**config.mk**
```make
export PLATFORM = sky130hd
export DESIGN_NAME = vga_fb_arbiter
export DESIGN_NICKNAME = d
export VERILOG_FILES = /design/src/rtl/vga_pkg.sv /design/src/rtl/vga_fb_addr_gen.sv /design/src/rtl/vga_fb_arbiter.sv
export SDC_FILE = /design/constraint.sdc
export NUM_CORES = 1
export LEC_CHECK = 0
export ABC_AREA = 1
export ABC_CLOCK_PERIOD_IN_PS = 3300
export BUFFER_PORTS_ARGS = -buffer_cell sky130_fd_sc_hd__buf_2
export CORE_MARGIN = 1.5
export CORE_UTILIZATION = 50
export CTS_CLUSTER_SIZE = 10
export DETAILED_ROUTE_END_ITERATION = 10
export PLACE_DENSITY = 0.89
export SYNTH_ARGS = -nofsm -noshare
export SYNTH_HDL_FRONTEND = slang
export SYNTH_SLANG_ARGS = --single-unit
```
**constraint.sdc**
```tcl
create_clock -name clk -period 3.3 [get_ports clk]
set_input_delay 0.825 -clock clk [delete_from_list [all_inputs] [get_ports clk]]
set_output_delay 0.825 -clock clk [all_outputs]
set_load 0.01 [all_outputs]
```
**src/rtl/vga_pkg.sv**
```systemverilog
// Shared constants and owner encoding for the framebuffer arbiter.
// 640x480 timing origin, 160x120x3 framebuffer, 4x4 pixel replication.
package vga_pkg;

  localparam int H_START    = 144;
  localparam int V_START    = 35;
  localparam int H_MAX      = 799;
  localparam int H_DISPLAY  = 640;
  localparam int V_DISPLAY  = 480;

  localparam int FB_W       = 160;
  localparam int FB_H       = 120;
  localparam int SCALE_LOG2 = 2;
  localparam int ADDR_W     = 15;
  localparam int PIX_W      = 3;

  localparam int FB_SIZE    = FB_W * FB_H;

  typedef enum logic [1:0] {
    OWN_NONE,
    OWN_DISP,
    OWN_HREAD,
    OWN_HREAD_OOR
  } owner_e;

endpackage

```
**src/rtl/vga_fb_addr_gen.sv**
```systemverilog
// Scan-out address generator: decides fetch cycles and the fetch address.
// Ports: clk, reset, i_hpos, i_vpos -> o_fetch_now, o_fetch_addr.
module vga_fb_addr_gen
  import vga_pkg::*;
(
  input  logic              clk,
  input  logic              reset,
  input  logic [9:0]        i_hpos,
  input  logic [9:0]        i_vpos,
  output logic              o_fetch_now,
  output logic [ADDR_W-1:0] o_fetch_addr
);

  localparam logic [9:0] H_F0   = 10'(H_START - 2);
  localparam logic [9:0] H_SPAN = 10'((FB_W - 1) << SCALE_LOG2);
  localparam logic [9:0] V_SPAN = 10'(FB_H << SCALE_LOG2);
  localparam logic [9:0] V_ST   = 10'(V_START);
  localparam logic [9:0] H_END  = 10'(H_MAX);
  localparam logic [9:0] SMASK  = 10'((1 << SCALE_LOG2) - 1);
  localparam logic [ADDR_W-1:0] A_FBW = ADDR_W'(FB_W);

  logic [9:0]        w_hrel;
  logic [9:0]        w_vrel;
  logic              w_vact;
  logic              w_hact;
  logic [ADDR_W-1:0] r_line_base;
  logic [ADDR_W-1:0] r_fetch_addr;

  // Offsets wrap below the window start, so one
  // unsigned compare covers both bounds.
  assign w_hrel = i_hpos - H_F0;
  assign w_vrel = i_vpos - V_ST;
  assign w_vact = (w_vrel < V_SPAN);
  assign w_hact = (w_hrel <= H_SPAN) &&
                  ((w_hrel & SMASK) == '0);

  assign o_fetch_now  = w_vact && w_hact;
  // First fetch of a line reads line_base directly;
  // the running register covers the rest.
  assign o_fetch_addr = (i_hpos == H_F0) ? r_line_base
                                         : r_fetch_addr;

  always_ff @(posedge clk) begin
    if (reset) begin
      r_line_base <= '0;
    end else if (i_vpos == '0) begin
      r_line_base <= '0;
    end else if ((i_hpos == H_END) && w_vact &&
                 ((w_vrel & SMASK) == SMASK)) begin
      r_line_base <= r_line_base + A_FBW;
    end
  end

  always_ff @(posedge clk) begin
    if (reset) begin
      r_fetch_addr <= '0;
    end else if (o_fetch_now) begin
      r_fetch_addr <= o_fetch_addr + 1'b1;
    end
  end

endmodule

```
**src/rtl/vga_fb_arbiter.sv**
```systemverilog
// Single-port framebuffer arbiter: display fetch has priority, host fills gaps.
// Ports: sync inputs, rgb out, host req/ack/rdata/rvalid, RAM addr/we/wdata/rdata.
module vga_fb_arbiter
  import vga_pkg::*;
(
  input  logic              clk,
  input  logic              reset,
  input  logic [9:0]        hpos,
  input  logic [9:0]        vpos,
  input  logic              display_on,
  output logic [PIX_W-1:0]  rgb,
  input  logic              host_req,
  input  logic              host_we,
  input  logic [ADDR_W-1:0] host_addr,
  input  logic [PIX_W-1:0]  host_wdata,
  output logic              host_ack,
  output logic [PIX_W-1:0]  host_rdata,
  output logic              host_rvalid,
  output logic [ADDR_W-1:0] mem_addr,
  output logic              mem_we,
  output logic [PIX_W-1:0]  mem_wdata,
  input  logic [PIX_W-1:0]  mem_rdata
);

  localparam logic [ADDR_W-1:0] A_SIZE = ADDR_W'(FB_SIZE);

  logic              w_fetch_now;
  logic [ADDR_W-1:0] w_fetch_addr;
  logic              w_oor;
  logic              w_disp_go;
  logic              w_host_go;
  owner_e            w_own;
  owner_e            r_own;
  logic [PIX_W-1:0]  r_pix;
  logic [PIX_W-1:0]  r_rdata;
  logic              r_rvalid;

  vga_fb_addr_gen u_addr_gen (
    .clk          (clk),
    .reset        (reset),
    .i_hpos       (hpos),
    .i_vpos       (vpos),
    .o_fetch_now  (w_fetch_now),
    .o_fetch_addr (w_fetch_addr)
  );

  assign w_oor     = (host_addr >= A_SIZE);
  assign w_disp_go = !reset && w_fetch_now;
  assign w_host_go = !reset && !w_fetch_now && host_req;

  always_comb begin
    mem_addr  = '0;
    mem_we    = 1'b0;
    mem_wdata = '0;
    host_ack  = 1'b0;
    w_own     = OWN_NONE;
    unique case (1'b1)
      w_disp_go: begin
        mem_addr = w_fetch_addr;
        w_own    = OWN_DISP;
      end
      w_host_go: begin
        mem_addr  = host_addr;
        mem_we    = host_we && !w_oor;
        mem_wdata = host_wdata;
        host_ack  = 1'b1;
        if (!host_we) begin
          w_own = w_oor ? OWN_HREAD_OOR : OWN_HREAD;
        end
      end
      default: ;
    endcase
  end

  // r_own names who owned the RAM last cycle, i.e.
  // who mem_rdata belongs to this cycle.
  always_ff @(posedge clk) begin
    if (reset) begin
      r_own    <= OWN_NONE;
      r_pix    <= '0;
      r_rdata  <= '0;
      r_rvalid <= 1'b0;
    end else begin
      r_own    <= w_own;
      r_rvalid <= (r_own == OWN_HREAD) ||
                  (r_own == OWN_HREAD_OOR);
      if (r_own == OWN_DISP) begin
        r_pix <= mem_rdata;
      end
      if (r_own == OWN_HREAD) begin
        r_rdata <= mem_rdata;
      end else if (r_own == OWN_HREAD_OOR) begin
        r_rdata <= '0;
      end
    end
  end

  assign rgb         = (display_on && !reset) ? r_pix : '0;
  assign host_rdata  = reset ? '0 : r_rdata;
  assign host_rvalid = r_rvalid && !reset;

endmodule

```
# Yosys cells after proc, flatten, opt, wreduce, memory -nomap -nowiden
# Cells that the tools add are included.
# Widths: inputs -> output; s select.
dict set report word_totals {
  in_bits 46
  out_inout_bits 27
  wordCells 49
  ff_bits 39
}
dict set report op_classes {
  mux 12
  n_reduce_logical 18
  n_eq_ne 6
  n_addsub 4
  n_lt_le_gt_ge 3
}
# operator count
set op_table {}
lappend op_table {{$pmux 15 s2} 1}
lappend op_table {{$logic_not 10->1} 2}
lappend op_table {{$add 15x1->15 const B} 1}
lappend op_table {{$add 15x8->15 const B} 1}
lappend op_table {{$ge 15x15->1 const B} 1}
lappend op_table {{$mux 15} 1}
lappend op_table {{$mux 3} 5}
lappend op_table {{$eq 10x10->1 const B} 1}
lappend op_table {{$eq 10x8->1 const B} 1}
lappend op_table {{$le 10x10->1 const B} 1}
lappend op_table {{$logic_and 1x1->1} 10}
lappend op_table {{$lt 10x9->1 const B} 1}
lappend op_table {{$sub 10x6->10 const B} 1}
lappend op_table {{$sub 10x8->10 const B} 1}
lappend op_table {{$eq 2x2->1 const B} 3}
lappend op_table {{$pmux 2 s2} 1}
lappend op_table {{$logic_not 1->1} 3}
lappend op_table {{$mux 1} 3}
lappend op_table {{$eq 2x1->1 const B} 1}
lappend op_table {{$mux 2} 1}
lappend op_table {{$reduce_bool 2->1} 1}
lappend op_table {{$reduce_or 2->1} 1}
lappend op_table {{$logic_or 1x1->1} 1}

# Logic depth before layout (Yosys ltp)
dict set report logic_depth {
  ltp_word 8
  depth_mapped 16
  depth_no_buf 15
}

# Cells and area by module
# A second synthesis with hierarchy kept.
dict set report unflattened {
  cells_unflattened 436
  area_unflattened_um2 2642.5
}
# mod cells_each instances area_each_um2 seq_area_each_um2
set modules_own_cells {}
lappend modules_own_cells {vga_fb_addr_gen 322 1 1973.1 500.5}
lappend modules_own_cells {vga_fb_arbiter 114 1 669.4 180.2}

# Worst setup path after synthesis
# OpenSTA, ideal clock, no wires.
dict set report synth_timing {
  path_kind {input -> output}
  start {in hpos[1]}
  end {out mem_we}
  slack_ps 324
  t_arrival_ps 2151
  required_time_ps 2475
  path_buffers 0
  stages 14
  cell_sequence {ha_1 nand2_1 nand3_1 nand2_1 nand2_1 nand2_1 nand2_1 inv_1 nand2_1 nand2_2 nand2_4 nor2_8 inv_2 nor3_1}
}
dict set report synth_via {
  elab_chain_cells 8
  elab_cells_between_ends 9
  cone_classes {add/sub (1); order compare (1); mux (1); reduce/logical (6)}
}
# item line_no
set synth_rtl {}
lappend synth_rtl {{from (decl)} vga_fb_arbiter.sv:8} ;# input logic [9:0] hpos,
lappend synth_rtl {{$sub 10x8->10 *} vga_fb_addr_gen.sv:31} ;# assign w_hrel = i_hpos - H_F0;
lappend synth_rtl {{$le 10x10->1 / $logic_not 10->1 (equally long branches)} {vga_fb_addr_gen.sv:34, vga_fb_addr_gen.sv:35}}
lappend synth_rtl {{$logic_and 1x1->1 *} vga_fb_addr_gen.sv:34} ;# assign w_hact = (w_hrel <= H_SPAN) &&
lappend synth_rtl {{$logic_and 1x1->1 *} vga_fb_addr_gen.sv:37} ;# assign o_fetch_now = w_vact && w_hact;
lappend synth_rtl {{$logic_not 1->1 *} vga_fb_arbiter.sv:49} ;# assign w_host_go = !reset && !w_fetch_now && host_req;
lappend synth_rtl {{$logic_and 1x1->1 * (2 in a row)} vga_fb_arbiter.sv:49}
lappend synth_rtl {{$mux 1 *} vga_fb_arbiter.sv:57} ;# unique case (1'b1)
lappend synth_rtl {{to (decl)} vga_fb_arbiter.sv:20} ;# output logic mem_we,
# Mark *: on every way between the ends. The rest lies on a longest branch, timed or not.

# Final worst setup path
dict set report layout_timing {
  start {in hpos[1]}
  end {out mem_addr[9]}
}
dict set report layout_via {
  elab_chain_cells 8
  elab_cells_between_ends 12
  cone_classes {add/sub (1); order compare (1); eq/ne (1); mux (2); reduce/logical (7)}
}
# item line_no
set layout_rtl {}
lappend layout_rtl {{$sub 10x8->10} vga_fb_addr_gen.sv:31}
lappend layout_rtl {{$le 10x10->1 / $logic_not 10->1 (equally long branches)} {vga_fb_addr_gen.sv:34, vga_fb_addr_gen.sv:35}}
lappend layout_rtl {{$logic_and 1x1->1} vga_fb_addr_gen.sv:34}
lappend layout_rtl {{$logic_and 1x1->1} vga_fb_addr_gen.sv:37}
lappend layout_rtl {{$logic_not 1->1} vga_fb_arbiter.sv:49}
lappend layout_rtl {{$logic_and 1x1->1 (2 in a row)} vga_fb_arbiter.sv:49}
lappend layout_rtl {{$pmux 15 s2 *} vga_fb_arbiter.sv:57}
lappend layout_rtl {{to (decl)} vga_fb_arbiter.sv:19} ;# output logic [ADDR_W-1:0] mem_addr,
# Marked as above.

==> reports/qor.csv <==
metric,value,unit
CP required,2.47,ns
post-synthesis sequential area ratio,27.1,%
Critical Path Start Type,input pin,
ratio of final minimum period to clock period,97.1,%
later-pin clock latency in the skew report,0.29,ns
"Primary FF master, synth",dfxtp_1,
gr usage total,22.9,%
"flops & latches, synth",34,
clk_skew,0.0154,ns
"Hold-fix buffers, CTS",0,
routed len/inst,11.7,um
routed wire length,6.57,mm
vias,2900,
run status,completed,
initial core utilization,52.5,%
clk root buf,clkbuf_8,
GR Overflow Total,0,
CTS sink count,34,
wl on met1,2.86,mm
mean post-synth cell area,6.06,um2
FMAX,312,MHz
Longest Clk Path Bufs,2,
DR top layer,met4,
"Reg clk slew, reported paths",0.06,ns
die height,73.9,um
largest net degree at the start of global routing,17,
cell area after layout,0.00319,mm2
final setup vio count,0,
gpl congestion,0.945,
worst r2r path cells,10,
hold slack,0.450,ns
ANT cells,0,
Area Growth Syn to Fin,26.7,%
# nets final,545,
RR Endpoint,u_addr_gen.r_fetch_addr[14],
"EDFF count, synth",0,
DRT iter0 DRCs,173,
crit end category,output port,
vias in the first global route,2431,
Final min period,3.21,ns
min setup slack post-route,0.0943,ns
Worst-Margin Slew,0.501,ns
max-slew violations,0,
cells after synthesis,415,
H-tree Lvls,2,
placed cell area,0.00297,mm2
Slew headroom,66.3,%
DR DRC count,0,
die width,73.9,um
worst setup path class,input pin to output port,
RR Startpoint,u_addr_gen.r_fetch_addr[1],
total die area,0.00546,mm2
met3 routed WL,366,um
Max IR drop VDD,275,uV
syn_nets,464,
worst setup path endpoint,mem_addr[9],
core area,0.00479,mm2
Ys Warns,0,
DP Wirelength,4.97,mm
Max Cap Violations,0,
Power Density,327,mW/mm2
detailed route wirelength on metal2,3.21,mm
# IOs,73,
total CTS buffers,5,
CP max FO,8,
fin util,66.6,%
ratio of cells with drive above 1 in the final layout,26.0,%
asr flop ratio synth,0,%
post-synthesis cell area,0.00251,mm2
Inst Count DP,553,
critical path arrival,2.38,ns
Final ANT Viol Nets,0,
final std cells w/o fill,564,
1st-pass router iterations,5,
CTS tree,done,
final hold violations,0,
dpl ws,0.0781,ns
r2r setup slk,1.60,ns
Pleak,1.57,nW
initial antenna violation count,0,
row cnt,25,
vias per std cell,5.14,
Port Buffer Count,72,
Yosys cell types,33,
global-route wire length before repair,9.96,mm
crit path from,hpos[1],
worst hold-check path type,flip-flop to flip-flop,
[registers in the layout, summed over array words and instances, names as in the netlist]
signal / cells
r_own: 2
r_pix: 3
r_rdata: 3
r_rvalid: 1
u_addr_gen.r_fetch_addr: 15
u_addr_gen.r_line_base: 10
[power breakdown]
group | internal [mW] | total, mW | switching, mW
clock network | 0.322 | 0.478 | 0.156
registers | 0.415 | 0.417 | 0.00161
logic | 0.0595 | 0.146 | 0.0863
[routing by layer]
metal	track usage, %	vias to the layer above
li1	-	1484
met1	27.7	1298
met2	40.7	104
met3	4.53	14
met4	6.58	0
met5	0	-
[critical path, cell delays in order]
cell and delay, ns:
buf_2 0.13, ha_4 0.16, nand2_4 0.06, nand3_2 0.08, nand2_2 0.09, nand2_1 0.05, nand2_1 0.05, nand2_1 0.04
inv_1 0.04, nand2_1 0.05, nand2_2 0.11, nand2_4 0.08, nor2_8 0.17, clkbuf_16 0.17, nand2_1 0.04, o21ai_1 0.06
buf_2 0.14
[cell families (layout without fill, tap and decap cells)]
group | Yosys count | in the layout | share of synthesized area (%)
DFF | 34 | 34 | 27.1
and+or+nand+nor | 236 | 236 | 43.5
AOI/OAI and AO/OA | 54 | 54 | 11.9
adders and majority gates | 3 | 3 | 1.49
buffers and inverters | 80 | 162 | 13.2
xor gates and xnor gates | 8 | 8 | 2.79
[worst min-delay path by stage]
stage                                           start                          end  slack [ns]  depth (start not counted)
after global placement    u_addr_gen.r_fetch_addr[11]  u_addr_gen.r_fetch_addr[11]        0.44                          2
after detailed placement  u_addr_gen.r_fetch_addr[11]  u_addr_gen.r_fetch_addr[11]        0.44                          2
after CTS                 u_addr_gen.r_fetch_addr[11]  u_addr_gen.r_fetch_addr[11]        0.45                          2
after global routing      u_addr_gen.r_fetch_addr[11]  u_addr_gen.r_fetch_addr[11]        0.48                          2
after floorplan           u_addr_gen.r_fetch_addr[13]  u_addr_gen.r_fetch_addr[13]        0.43                          2
final                     u_addr_gen.r_fetch_addr[11]  u_addr_gen.r_fetch_addr[11]        0.45                          2
[what timing repair did]
| action | CTS | global route |
|---|---|---|
| setup endpoints to repair | 0 | 15 |
| gates resized for setup | 0 | 10 |
| buffers inserted | 0 | 2 |
[cell usage after synthesis (2+ instances only)]
cell type	number	area share, %
a21oi_1	15	3.0
xnor2_1	2	0.70
inv_2	6	0.90
ha_1	3	1.5
buf_6	3	1.3
nor3_1	8	1.6
dfxtp_1	34	27
nor2_4	3	1.3
inv_1	64	9.6
a211oi_1	2	0.60
nand3_2	2	0.80
a32o_1	3	1.2
o21ai_1	10	2.0
nor2_1	27	4.0
o21ai_0	19	3.8
nand2_2	10	2.5
nand3_1	24	4.8
o22ai_1	3	0.75
nand2_1	128	19
nor4_1	2	0.50
nand4_1	20	5.0
buf_2	4	0.80
xor2_1	6	2.1
nor2_2	8	2.0
[metrics by stage]
stage | power [mW] | setup TNS [ns]
final | 1.04 | 0
after global routing | 1.08 | -0.516
after CTS | 1.03 | 0
after detailed placement | 0.559 | 0
after global placement | 0.556 | 0
after floorplan | 0.497 | 0
[area by class of cell]
class                           count  area, um2
Fill cell                         403       1600
Clock buffer                        6       82.6
Inverter                           71        267
Multi-Input combinational cell    301       1540
Tap cell                           67       83.8
Sequential cell                    34        681
Clock inverter                      2       60.1
Timing Repair Buffer               83        475
[layout by cell type (no fill, tap or decap), types with 2 or more instances in the layout]
cell       Yosys  final
nand2_1      128    126
buf_2          4     71
inv_1         64     63
dfxtp_1       34     34
nor2_1        27     27
nand3_1       24     23
nand4_1       20     20
o21ai_0       19     18
a21oi_1       15     15
nand2_2       10     11
o21ai_1       10     11
buf_4          1     10
nor2_2         8      8
nor3_1         8      8
inv_2          6      7
xor2_1         6      6
clkbuf_8       0      6
nor2_4         3      3
o22ai_1        3      3
a32o_1         3      3
nand2_4        1      2
nand3_2        2      2
nor4_1         2      2
xnor2_1        2      2
a211oi_1       2      2
ha_1           3      2
bufinv_16      0      2
(Power assumes the default switching activity.)
